`src/rtl/div_arb_pkg.sv`:
```
// rtl/div_arb_pkg.sv - shared types and widths for the divider arbiter
package div_arb_pkg;

    localparam int DIV_W   = 32;
    localparam int FLAGS_W = 4;

    typedef enum logic [1:0] {
        IDLE  = 2'd0,
        ISSUE = 2'd1,
        WAIT  = 2'd2,
        RESP  = 2'd3
    } arb_state_t;

endpackage

```
`src/rtl/rr_arbiter.sv`:
```
// rtl/rr_arbiter.sv - combinational round-robin pick starting at ptr
module rr_arbiter #(
    parameter int N  = 2,
    parameter int IW = (N > 1) ? $clog2(N) : 1
) (
    input  logic [N-1:0]  req,
    input  logic [IW-1:0] ptr,
    output logic [N-1:0]  grant,
    output logic [IW-1:0] idx,
    output logic          any
);

    int k;

    always_comb begin
        grant = '0;
        idx   = '0;
        any   = 1'b0;
        k     = 0;
        // Walk ptr, ptr+1, ... wrapping at N; first requester found wins.
        for (int i = 0; i < N; i++) begin
            k = int'(ptr) + i;
            if (k >= N) begin
                k = k - N;
            end
            if (!any && req[IW'(k)]) begin
                any            = 1'b1;
                grant[IW'(k)]  = 1'b1;
                idx            = IW'(k);
            end
        end
    end

endmodule

```
`src/rtl/div_arbiter.sv`:
```
// rtl/div_arbiter.sv - round-robin sharing of one divider between NREQ requesters
module div_arbiter
    import div_arb_pkg::*;
#(
    parameter  int NREQ = 2,
    parameter  int DW   = DIV_W,
    localparam int IW   = $clog2(NREQ)
) (
    input  logic                 i_clk,
    input  logic                 i_reset,
    input  logic [NREQ-1:0]      i_req_valid,
    output logic [NREQ-1:0]      o_req_ready,
    input  logic [NREQ-1:0]      i_req_signed,
    input  logic [NREQ*DW-1:0]   i_req_num,
    input  logic [NREQ*DW-1:0]   i_req_den,
    output logic [NREQ-1:0]      o_rsp_valid,
    input  logic [NREQ-1:0]      i_rsp_ready,
    output logic [DW-1:0]        o_rsp_quotient,
    output logic                 o_rsp_err,
    output logic [FLAGS_W-1:0]   o_rsp_flags,
    output logic                 o_div_wr,
    output logic                 o_div_signed,
    output logic [DW-1:0]        o_div_numerator,
    output logic [DW-1:0]        o_div_denominator,
    input  logic                 i_div_busy,
    input  logic                 i_div_valid,
    input  logic                 i_div_err,
    input  logic [DW-1:0]        i_div_quotient,
    input  logic [FLAGS_W-1:0]   i_div_flags,
    output logic [IW-1:0]        o_owner,
    output logic                 o_protocol_err
);

    arb_state_t          state, state_next;
    logic [IW-1:0]       rr_ptr;
    logic [IW-1:0]       owner;
    logic                sgn_r;
    logic [DW-1:0]       num_r;
    logic [DW-1:0]       den_r;
    logic [DW-1:0]       quo_r;
    logic                err_r;
    logic [FLAGS_W-1:0]  flags_r;
    logic                proto_err;

    logic [NREQ-1:0]     pick_grant;
    logic [IW-1:0]       pick_idx;
    logic                pick_any;
    logic                grant_ok;

    rr_arbiter #(.N(NREQ), .IW(IW)) u_rr (
        .req   (i_req_valid),
        .ptr   (rr_ptr),
        .grant (pick_grant),
        .idx   (pick_idx),
        .any   (pick_any)
    );

    // Grant depends only on valid bits, pointer and divider busy, never on operands.
    assign grant_ok = (state == IDLE) && pick_any && !i_div_busy;

    always_ff @(posedge i_clk) begin
        if (i_reset) begin
            state <= IDLE;
        end else begin
            state <= state_next;
        end
    end

    always_comb begin
        state_next  = state;
        o_req_ready = '0;
        o_div_wr    = 1'b0;
        o_rsp_valid = '0;
        case (state)
            IDLE: begin
                if (grant_ok) begin
                    o_req_ready = pick_grant;
                    state_next  = ISSUE;
                end
            end
            ISSUE: begin
                o_div_wr   = 1'b1;
                state_next = WAIT;
            end
            WAIT: begin
                if (i_div_valid) begin
                    state_next = RESP;
                end
            end
            RESP: begin
                o_rsp_valid[owner] = 1'b1;
                if (i_rsp_ready[owner]) begin
                    state_next = IDLE;
                end
            end
            default: state_next = IDLE;
        endcase
    end

    always_ff @(posedge i_clk) begin
        if (i_reset) begin
            rr_ptr    <= '0;
            owner     <= '0;
            sgn_r     <= 1'b0;
            num_r     <= '0;
            den_r     <= '0;
            quo_r     <= '0;
            err_r     <= 1'b0;
            flags_r   <= '0;
            proto_err <= 1'b0;
        end else begin
            if (grant_ok) begin
                sgn_r  <= i_req_signed[pick_idx];
                num_r  <= i_req_num[pick_idx*DW +: DW];
                den_r  <= i_req_den[pick_idx*DW +: DW];
                owner  <= pick_idx;
                rr_ptr <= (pick_idx == IW'(NREQ - 1)) ? '0 : pick_idx + 1'b1;
            end
            if (i_div_valid) begin
                if (state == WAIT) begin
                    quo_r   <= i_div_quotient;
                    err_r   <= i_div_err;
                    flags_r <= i_div_flags;
                end else begin
                    // A result with no outstanding request means the divider lost sync.
                    proto_err <= 1'b1;
                end
            end
        end
    end

    assign o_div_signed      = sgn_r;
    assign o_div_numerator   = num_r;
    assign o_div_denominator = den_r;
    assign o_rsp_quotient    = quo_r;
    assign o_rsp_err         = err_r;
    assign o_rsp_flags       = flags_r;
    assign o_owner           = owner;
    assign o_protocol_err    = proto_err;

endmodule

```
`config.mk`:
```
export PLATFORM = sky130hd
export DESIGN_NAME = div_arbiter
export DESIGN_NICKNAME = d
export VERILOG_FILES = /design/src/rtl/div_arb_pkg.sv /design/src/rtl/rr_arbiter.sv /design/src/rtl/div_arbiter.sv
export SDC_FILE = /design/constraint.sdc
export NUM_CORES = 1
export LEC_CHECK = 0
export ABC_AREA = 1
export CORE_MARGIN = 2
export CORE_UTILIZATION = 38
export CTS_CLUSTER_SIZE = 40
export DETAILED_ROUTE_END_ITERATION = 7
export PLACE_DENSITY_LB_ADDON = 0.3
export SYNTH_ARGS = -nofsm -noshare
export SYNTH_HDL_FRONTEND = slang
export SYNTH_SLANG_ARGS = --single-unit
```
`constraint.sdc`:
```
create_clock -name i_clk -period 1.65 [get_ports i_clk]
set_clock_uncertainty 0.1 [all_clocks]
set_input_delay 0.2475 -clock i_clk [delete_from_list [all_inputs] [get_ports i_clk]]
set_output_delay 0.2475 -clock i_clk [all_outputs]
set_load 0.005 [all_outputs]
```
Word-level counts from Yosys, hierarchy flattened
Cells that the tools add are included. Widths: inputs -> output; s select.

Reductions and logical operators: 12. Equality and inequality tests: 6. Bitwise gates (word level): 2. Order comparisons: 9. $add $sub $neg: 4. Mux-type cells: 31. Shift operators: 2.

Operators by type and width (count): $shiftx 64x7->32 (2); $mux 1 (19); $mux 2 (8); $pmux 2 s4 (1); $logic_and 1x1->1 (6); $lt 1x3->1 const B (2); $ne 2x2->1 const B (3); $eq 2x2->1 const B (2); $lt 1x2->1 const B (2); $reduce_and 2->1 (2); $demux 1 s1 (3); $ge 1x1->1 const B (3); $reduce_and 3->1 (1); $add 1x1->2 const B (1); $eq 2x1->1 const B (1); $ge 1x2->1 const B (1); $ge 2x2->1 const B (1); $logic_not 1->1 (2); $logic_not 2->1 (1); $or 2x2->2 (1); $sub 1x1->1 const B (2); $add 1x1->1 const B (1); $not 1->1 (1).

Output and inout bits: 109. Flip-flop bits (word level): 107. Word-level logic and storage cells: 76. Input bits: 175.

Longest topological paths before layout
Gate-level depths: netlist of run 1.

Depth after elaboration: 13. Gate-level depth with buffers: 10. Depth with buffers taken out: 8.

By module
A second synthesis of run 1 with hierarchy kept.

Cells, all modules: 711. Area total of the unflattened synthesis: 4687.0 sq um.

Modules (own cells, without submodules): div_arbiter (area an instance 4650.7 sq um, instances 1, seq. area each 2142.1 sq um, cells an instance 704); rr_arbiter (area an instance 36.3 sq um, instances 1, seq. area each 0.0 sq um, cells an instance 7).

Worst setup path before layout of run 1
OpenSTA, ideal clock, no wires.

Kind: flip-flop to flip-flop. From: reg state[0]. To: reg num_r[3], in the netlist o_div_numerator[3]. Stages on the path, launching flop included: 11. Clock period less this slack: 1.463 ns. Setup time: 0.132 ns. Arrival: 1.231 ns. Path buffers: 2. Required time: 1.418 ns. Path slack: 0.187 ns. Cell sequence: dfxtp_1 -> inv_1 -> ha_1 -> inv_1 -> nor2_1 -> nand2_2 -> inv_2 -> buf_4 -> buf_4 -> nand2_1 -> a21oi_1.

Longest elaborated chain between the ends: 3.

RTL lines: start, declared (line div_arbiter.sv:34) `arb_state_t state, state_next;`; start signal, assigned (line div_arbiter.sv:65) `state <= state_next;`; $logic_not 2->1 (line div_arbiter.sv:59) `assign grant_ok = (state == IDLE) && pick_any && !i_div_busy;`; $logic_and 1x1->1 (2 in series) (line div_arbiter.sv:59); end signal, assigned (line div_arbiter.sv:114) `num_r <= i_req_num[pick_idx*DW +: DW];`; end, declared (line div_arbiter.sv:38) `logic [DW-1:0] num_r;`.

Every way passes these cells. A chain may end at the register's enable or synchronous reset.

Worst setup path in the final report of run 1
From: reg state[0]. To: out o_req_ready[0].

Longest elaborated chain between the ends: 5.

RTL lines: $logic_not 2->1 (*) (line div_arbiter.sv:59, div_arbiter.sv:74); $logic_and 1x1->1 (2 in series) (line div_arbiter.sv:59); $mux 2 (line div_arbiter.sv:76) `if (grant_ok) begin`; $mux 2 (*) (line div_arbiter.sv:74) `case (state)`; end, declared (line div_arbiter.sv:12) `output logic [NREQ-1:0] o_req_ready,`.

Every way passes the cells marked *; elsewhere a longest branch is shown, timed or not.

==> results of run 1 <==
## state kept, by name, indices dropped and copies added (netlist names)
register           count
o_div_denominator     32
o_div_numerator       32
o_rsp_quotient        32
o_rsp_flags            4
state                  2
o_div_signed           1
o_owner                1
o_protocol_err         1
o_rsp_err              1
rr_ptr                 1
## cell type report
type / count / area [um^2]
clock buffer: 12 / 246.5
inverter: 13 / 56.30
sequential: 107 / 2150
fill: 1080 / 3913
multi-input combinational: 532 / 2312
timing repair buffer: 309 / 3192
clock inverter: 4 / 32.53
tap: 168 / 210.2
## timing repair
action                     in CTS  in global routing
setup buffers                   1                  0
cloned                          2                  0
setup endpoints to repair      72                 71
pin swaps                       3                  3
resized for setup              33                 13
## per-layer routing
layer	vias up	wire length (um)	track usage [%]	part of all wire, %
met5	-	0	0	0
met4	0	603	12.06	3.7
met3	41	1110	6.538	6.8
met2	195	7876	41.48	48
met1	2442	6713	26.96	41
li1	2778	-	-	-
## kinds of logic (layout without fill, tap and decap cells)
kind of cell	Yosys count	in the layout
AOI/OAI and AO/OA	107	107
adders and majority gates	4	4
DFF	107	107
buffers and inverters	69	338
and+or+nand+nor	420	420
other	1	1
## stage by stage
step	TNS (ps)	area (um^2)	cells	total power [mW]
finish	-303.1	8199	1145	8.342
global route	-1381	8199	1145	8.828
CTS	-589.7	8164	1145	8.345
detailed placement	-14750	7756	1126	6.109
global placement	-14160	7756	1126	6.067
floorplan	0	4750	708	4.473
## worst max-delay path, cell delays in order, from the launching register on
cell and delay [ps]:
dfxtp_2 340, inv_2 80, ha_4 130, inv_2 50
nor2_4 110, nand2_4 80, nor2_4 100, buf_2 120
## worst paths after layout
kind	startpoint	endpoint	slack, ps	depth (start not counted)
setup / recovery	state[0]	o_req_ready[0]	-60	7
hold / removal	i_reset	rr_ptr	130	4
setup reg to reg	state[0]	o_div_numerator[22]	-40	10
hold reg to reg	o_div_numerator[6]	o_div_numerator[6]	360	2
## cells in the final DEF (no fill, tap or decap), drive strengths merged
cell type / netlist / final
a211oi: 1 / 1
a21oi: 67 / 67
buf: 35 / 31
bufbuf: 0 / 1
clkbuf: 21 / 13
clkdlybuf4s15: 0 / 1
clkdlybuf4s50: 0 / 275
clkinvlp: 0 / 2
conb: 1 / 1
dfxtp: 107 / 107
ha: 4 / 4
inv: 13 / 15
nand2: 269 / 269
nand3: 68 / 68
nand4: 1 / 1
nor2: 81 / 81
o21ai: 39 / 39
or2: 1 / 1
## power by group through the flow
stage / combinational [mW] / clock, mW / sequential [mW]
6_report: 3.06 / 2.07 / 3.22
4_1_cts: 3.01 / 2.11 / 3.22
3_3_place_gp: 2.82 / 0 / 3.25
5_1_grt: 3.35 / 2.21 / 3.27
2_1_floorplan: 1.18 / 0 / 3.29
3_5_place_dp: 2.85 / 0 / 3.26
==> flow_metrics.py, run 1 <==
metrics = {
    "floorplanning": {
        "die-area_um2": 13410,
        "io_pins": 284,
        "fp-row-count": 40,
        "start_util_pct": 39.21,
        "dieWidth_um": 115.8,
        "die_y_um": 115.8,
        "core_um2": 12110,
    },
    "routing": {
        "routedWlPerCell_um": 14.24,
        "postRouteWirelength_mm": 16.30,
        "antenna_left": 0,
        "viasPerCell": 4.765,
        "firstDrtPassIters": 5,
        "vias": 5456,
        "drc": 0,
        "drt_iter0_markers": 354,
    },
    "outcome": {
        "violations": "negative setup slack",
        "outcome": "finished with violations",
    },
    "power_and_ir_drop": {
        "power_frac_seq_pct": 38.6,
        "vdd_drop_max_uv": 476.2,
        "power_leakage_nw": 3.288,
        "p_int_mw": 5.799,
        "switching_share_pct": 30.48,
        "p_per_area_nw_per_um2": 1017,
        "clock_power_share_pct": 24.8,
        "p_comb_share_pct": 36.7,
        "switchingPower_mw": 2.543,
    },
    "placed_design": {
        "post-dp-hpwl_mm": 11.44,
        "io_buffers": 281,
        "place.gp.congestion": 0.8113,
        "dp_slack_ps": -306.9,
    },
    "synth": {
        "synth_compound_area_share_pct": 11.33,
        "synth_top_area_cell": "dfxtp_1",
        "synthArstFlopShare_pct": 0,
        "syn_area_per_cell_um2": 6.708,
        "syn_inst": 708,
        "synth.area.top_cells": "dfxtp_1 45%, nand2_1 21%, nand3_1 7.2%",
        "muxShareOfSynthArea_pct": 0,
        "ys_seq_area_share_pct": 45.10,
        "yosysMostFrequentCell": "nand2_1",
        "yosysUniqueCellTypes": 19,
        "synthFlopType": "dfxtp_1",
        "synthTopCellsByCount": "268 x nand2_1, 107 x dfxtp_1, 81 x nor2_1",
        "synth_top_family_by_area": "simple AND/OR/NAND/NOR gates",
        "synth_edf_count": 0,
        "syn_area_um2": 4750,
        "synth_top_area_share_pct": 45.10,
        "ys_seq_elements": 107,
        "synthSimpleGateAreaFrac_pct": 35.14,
        "synth_fa_ha_area_share_pct": 1.054,
        "syn-num-nets": 887,
        "yosys_warnings": 0,
        "synth-xor-area-share_pct": 0,
    },
    "global_route": {
        "grt-ovfl-total": 0,
        "grt_pass1_wl_mm": 25.04,
        "grt_max_degree": 68,
        "first_global_vias": 5114,
        "antenna_found_initial": 0,
        "track_usage_pct": 23.89,
    },
    "job": {
        "drv_cap": 0,
    },
    "worst_hold_path": {
        "hp-class": "in2reg",
    },
    "timing": {
        "maxClockFrequency_mhz": 586.1,
        "holdWs_ps": 125.5,
        "maxSlewViolCount": 0,
        "rsz0062_at_grt": "yes",
        "fin_crit_sh_pct": 103.4,
        "hold_viol_final": 0,
        "finalSetupViolCount": 11,
        "fin_crit_ps": 1706,
        "finalWorstSetupSlack_ps": -56.16,
    },
    "clock_tree": {
        "h-tree-depth": 3,
        "ctsLongestPathBuffers": 2,
        "clk_pin_slew_worst_paths_ps": 80,
        "cts.root.buffer_cell": "clkbuf_16",
        "clock_latency_ps": 350,
        "cts_tree": "yes",
        "cts_sinks": 107,
        "hold_buffers": 0,
        "cts_buffers": 9,
    },
    "final_layout": {
        "final_util_pct": 67.70,
        "diodes": 0,
        "synthToLayoutAreaGrowth_pct": 72.63,
        "layout-drive-gt1-share_pct": 6.551,
        "finalNetCount": 1151,
    },
    "worst_setup_path": {
        "cp_max_fo": 2,
        "cp-end-kind": "output port",
        "path_class": "reg2out",
        "cp_data_required_time_ps": 1300,
        "start_kind": "flop",
        "cp.arrival_ps": 1360,
    },
}
No activity file was read; power rests on OpenSTA's default activity.
==> run 2, diff against run 1 <==
--- a/config.mk
+++ b/config.mk
@@ -11,6 +11,7 @@
 export CTS_CLUSTER_SIZE = 40
 export DETAILED_ROUTE_END_ITERATION = 7
 export PLACE_DENSITY_LB_ADDON = 0.3
+export RECOVER_POWER = 50
 export SYNTH_ARGS = -nofsm -noshare
 export SYNTH_HDL_FRONTEND = slang
 export SYNTH_SLANG_ARGS = --single-unit
==> results of run 2 <==
Final layout, timing and power as in run 1 (identical DEF).
